File: src/rtl/divider_seq_ctrl.sv
// divider_seq_ctrl
// Sequential restoring divider: the controller and datapath for the Divisor design.
// It owns the {remainder, quotient} working register. Each of the WL iterations
// runs as one SHIFT cycle followed by one SUB cycle.
// The busy, shift_en and done outputs are registered copies of the state, so each
// one appears one cycle after the state it reflects. The shift-register stage
// downstream samples shift_en on that same registered timing.

module divider_seq_ctrl #(
  parameter int WL = 4
) (
  input  logic          CLK,
  input  logic          RST,
  input  logic          start,
  input  logic [WL-1:0] dividend,
  input  logic [WL-1:0] divisor,
  output logic          busy,
  output logic          shift_en,
  output logic          done,
  output logic [WL-1:0] quotient,
  output logic [WL-1:0] remainder,
  output logic          div_by_zero
);

  localparam int CW = $clog2(WL) + 1;

  typedef enum logic [1:0] {
    IDLE,
    SHIFT,
    SUB,
    DONE
  } state_t;

  state_t          state;
  logic [2*WL-1:0] work;
  logic [WL-1:0]   dvsr;
  logic [CW-1:0]   iter;

  logic [WL-1:0]   upper;
  logic [WL-1:0]   upper_diff;
  logic            fits;
  logic [2*WL-1:0] work_sub;
  logic [CW-1:0]   iter_next;

  // Trial subtraction on the upper half; restore means keep the working register untouched
  always_comb begin
    upper      = work[2*WL-1:WL];
    fits       = (upper >= dvsr);
    upper_diff = upper - dvsr;
    work_sub   = work;
    if (fits) begin
      work_sub = {upper_diff, work[WL-1:1], 1'b1};
    end
    iter_next  = iter + 1'b1;
  end

  // Controller FSM plus datapath registers; a reset discards any partial result
  always_ff @(posedge CLK or negedge RST) begin
    if (!RST) begin
      state       <= IDLE;
      work        <= '0;
      dvsr        <= '0;
      iter        <= '0;
      busy        <= 1'b0;
      shift_en    <= 1'b0;
      done        <= 1'b0;
      quotient    <= '0;
      remainder   <= '0;
      div_by_zero <= 1'b0;
    end else begin
      busy     <= (state == SHIFT) || (state == SUB);
      shift_en <= (state == SHIFT);
      done     <= (state == DONE);

      case (state)
        IDLE: begin
          if (start) begin
            if (divisor != '0) begin
              work        <= {{WL{1'b0}}, dividend};
              dvsr        <= divisor;
              iter        <= '0;
              div_by_zero <= 1'b0;
              state       <= SHIFT;
            end else begin
              quotient    <= '1;
              remainder   <= dividend;
              div_by_zero <= 1'b1;
              state       <= DONE;
            end
          end
        end

        SHIFT: begin
          work  <= {work[2*WL-2:0], 1'b0};
          state <= SUB;
        end

        SUB: begin
          work <= work_sub;
          iter <= iter_next;
          if (iter_next == CW'(WL)) begin
            quotient  <= work_sub[WL-1:0];
            remainder <= work_sub[2*WL-1:WL];
            state     <= DONE;
          end else begin
            state <= SHIFT;
          end
        end

        DONE: begin
          state <= IDLE;
        end

        default: begin
          state <= IDLE;
        end
      endcase
    end
  end

endmodule

File: config.mk
export PLATFORM = sky130hd
export DESIGN_NAME = divider_seq_ctrl
export DESIGN_NICKNAME = d
export VERILOG_FILES = /design/src/rtl/divider_seq_ctrl.sv
export SDC_FILE = /design/constraint.sdc
export NUM_CORES = 1
export LEC_CHECK = 0
export CAP_MARGIN = 25
export CORE_ASPECT_RATIO = 1.75
export CORE_MARGIN = 3
export CORE_UTILIZATION = 35
export CTS_BUF_LIST = sky130_fd_sc_hd__clkbuf_4 sky130_fd_sc_hd__clkbuf_8
export DETAILED_ROUTE_END_ITERATION = 6
export SYNTH_ARGS = -nofsm -noshare
export SYNTH_HDL_FRONTEND = slang
export SYNTH_SLANG_ARGS = --single-unit
File: constraint.sdc
create_clock -name CLK -period 3.5 [get_ports CLK]
set_input_delay 0.7 -clock CLK [delete_from_list [all_inputs] [get_ports CLK]]
set_output_delay 0.7 -clock CLK [all_outputs]
set_load 0.005 [all_outputs]
==> impl_metrics.env <==
export IMPL_final_cells=238
export IMPL_yosys_cell_count_top_type="dfrtp_1"
export IMPL_via_per_inst=5.20
export IMPL_grt_pass1_vias=1249
export IMPL_htreeDepth=2
export IMPL_dp_cells=230
export IMPL_start_kind="primary input"
export IMPL_route_vias_total=1238
export IMPL_rsz0062_at_grt="false"
export IMPL_hold_depth=1
export IMPL_gp_congestion=0.803
export IMPL_finalHoldViolations=0
export IMPL_netlist_area_um2=1610
export IMPL_yosysWarningCount=0
export IMPL_netlist_cell_type_count=37
export IMPL_die_h_um=95.7
export IMPL_synth_edf_count=0
export IMPL_dr_first_iter_drc_count=15
export IMPL_clock_sinks=29
export IMPL_firstDrtPassIters=4
export IMPL_cp_slowest_cell="or4_4"
export IMPL_wire_per_inst_um=14.8
export IMPL_critPathKind="primary input to flip-flop"
export IMPL_synthTopCellsByCount="dfrtp_1 (29), nand2_1 (22), o21ai_0 (15)"
export IMPL_drc_errors=0
export IMPL_die_w_um=57.3
export IMPL_nets=208
export IMPL_start_util_pct=36.5
export IMPL_multiInputGateArea_um2=802
export IMPL_avgSynthCellArea_um2=9.99
export IMPL_end_kind="flip-flop"
export IMPL_status="finished clean"
export IMPL_grt_max_degree=30
export IMPL_num_rows=32
export IMPL_yosysTopAreaCell="dfrtp_1"
export IMPL_fillers=440
export IMPL_cp_startpoint="divisor[1]"
export IMPL_fin_crit_ns=2.49
export IMPL_maxCapViolations=0
export IMPL_hold_buffers=0
export IMPL_r2r_end="remainder[0]$_DFFE_PN0P_"
export IMPL_num_io_pins=23
export IMPL_fin_skew_ns=0.00770
export IMPL_vdd_drop_max_mv=0.471
export IMPL_p_per_area_nw_per_um2=905
export IMPL_fmax_mhz=402
export IMPL_yosys_register_bits=29
export IMPL_numPortBuffers=22
export IMPL_fin_tns_setup_ns=0
export IMPL_cts_buffers=5
export IMPL_r2r_cells=8
export IMPL_grt_first_pass_wirelength_um=6000
export IMPL_cp_data_arrival_time_ns=2.64
export IMPL_ctsResizeCount=0
export IMPL_async_flop_share_pct=100
export IMPL_timing_final_crit_share_pct=71.1
export IMPL_drt_total_wl_um=3520
export IMPL_maxSlewViolCount=0
export IMPL_core_area_um2=4400
export IMPL_die_area_um2=5480
export IMPL_r2r_start="work[4]$_DFFE_PN0P_"
export IMPL_place_hpwl_um=2710
export IMPL_antenna_found_initial=0
export IMPL_synth_cells=161
export IMPL_synth_top_area_share_pct=45.1
export IMPL_whs_ns=0.504
export IMPL_hold_end="quotient[1]$_DFFE_PN0P_"
export IMPL_synth_yosys_seq_area_share_pct=45.1
export IMPL_cp_cell_sequence="clkdlybuf4s50_1 -> or4_4 -> nor2_1 -> o21a_1 -> mux2_2"
export IMPL_cts_buffer_depth=2
export IMPL_drive_above_1_share_pct=12.3
export IMPL_regArea_um2=726
export IMPL_syn_to_final_growth_pct=22.2
export IMPL_critPathRequiredTime_ns=3.66
export IMPL_cts_root_buffer="clkbuf_8"
export IMPL_globalRoute_totalOverflow=0
export IMPL_min_from="quotient[1]$_DFFE_PN0P_"
export IMPL_post_cts_buffers=0
export IMPL_tightest_slew_ns=0.523
export IMPL_clock_latency_ns=0.28
export IMPL_ys_flop_type="dfrtp_1"
export IMPL_hold_path_class="flip-flop to flip-flop"
export IMPL_max_slew_margin_pct=64.7
export IMPL_clk_pin_slew_ns=0.06
export IMPL_crit_fanout=8
export IMPL_grtUsageTotal_pct=14.6
export IMPL_yosys_top_cells_area="dfrtp_1 (45%), ha_1 (7.8%), mux2_2 (5.6%), nand2_1 (5.1%), o21ai_0 (4.7%)"
export IMPL_ant_nets=0
export IMPL_synth_fp_nets=183
export IMPL_antenna_cells=0
export IMPL_rrSetupSlack_ns=1.10
export IMPL_cts_tree="done"
export IMPL_setup_viol=0
export IMPL_slowest_delay_ns=0.58
export IMPL_p_leak_nw=0.887
placed cells by master (no fill, tap or decap), drive strengths merged, types with 2 or more instances in the layout:
| cell type | instances |
|---|---|
| a21o | 2 |
| a21oi | 8 |
| buf | 2 |
| clkbuf | 6 |
| clkdlybuf4s50 | 22 |
| clkinv | 2 |
| dfrtp | 29 |
| ha | 10 |
| inv | 14 |
| mux2 | 8 |
| mux2i | 5 |
| nand2 | 22 |
| nand2b | 6 |
| nand3 | 5 |
| nor2 | 5 |
| nor2b | 4 |
| o21a | 2 |
| o21ai | 15 |
| o32a | 3 |
| xor2 | 2 |
flip-flops by register name (all words and copies together), names as in the netlist:
| name | cells |
|---|---|
| dvsr | 4 |
| work | 8 |
| state | 2 |
| shift_en | 1 |
| busy | 1 |
| iter | 3 |
| div_by_zero | 1 |
| quotient | 4 |
| remainder | 4 |
| done | 1 |
routing by layer:
| metal | vias up | global-route usage (%) | wire length [um] | share of wire (%) |
|---|---|---|---|---|
| met4 | 0 | 6.38 | 50 | 1.4 |
| met5 | - | 0 | 0 | 0 |
| met2 | 16 | 26.6 | 2010 | 57 |
| met3 | 5 | 3.49 | 85 | 2.4 |
| met1 | 601 | 15.7 | 1380 | 39 |
| li1 | 616 | - | - | - |
per-stage QoR:
stage,utilization [%],power (W),worst slack [ns],area (um^2)
floorplan,-,0.00122,1.35,1610
CTS,44.6,0.00180,1.02,1970
global placement,42.7,0.00150,0.775,1880
global route,44.6,0.00194,0.908,1970
detailed placement,42.7,0.00152,0.730,1880
finish,44.6,0.00178,1.01,1970
critical path, delay by kind of cell:
kind	cells	cell delay (ns)
simple gates	2	0.75
buf+inv	1	0.44
mux	1	0.38
compound gates	1	0.37
how the worst max path moves through the flow:
stage                                     to  slack (ns)  cells after the start
floorplan           remainder[0]$_DFFE_PN0P_        1.35                      8
global placement     quotient[1]$_DFFE_PN0P_        0.78                      5
detailed placement   quotient[0]$_DFFE_PN0P_        0.73                      5
CTS                  quotient[0]$_DFFE_PN0P_        1.02                      5
global route             work[4]$_DFFE_PN0P_        0.91                      9
finish               quotient[0]$_DFFE_PN0P_        1.01                      5
power by group:
group / internal, W / switching [W] / total, W
sequential: 0.000473 / 0.0000828 / 0.000556
clock: 0.000145 / 0.000121 / 0.000266
combinational: 0.000450 / 0.000506 / 0.000956
cells by family after synthesis:
kind of cell | after synthesis | synth area share (%)
compound gates | 39 | 16.8
xor+xnor | 2 | 1.09
fa+ha+maj | 11 | 9.02
buf+inv | 20 | 5.05
flops | 29 | 45.1
mux | 13 | 8.71
simple gates | 47 | 14.2
layout make-up:
cell class,count,share of cell area [%]
Clock buffer,6,3.88
Sequential cell,29,36.9
Multi-Input combinational cell,112,40.8
Tap cell,51,3.25
Inverter,14,2.67
Clock inverter,2,0.509
Timing Repair Buffer,24,12.0
No activity file was read; power rests on OpenSTA's default activity.
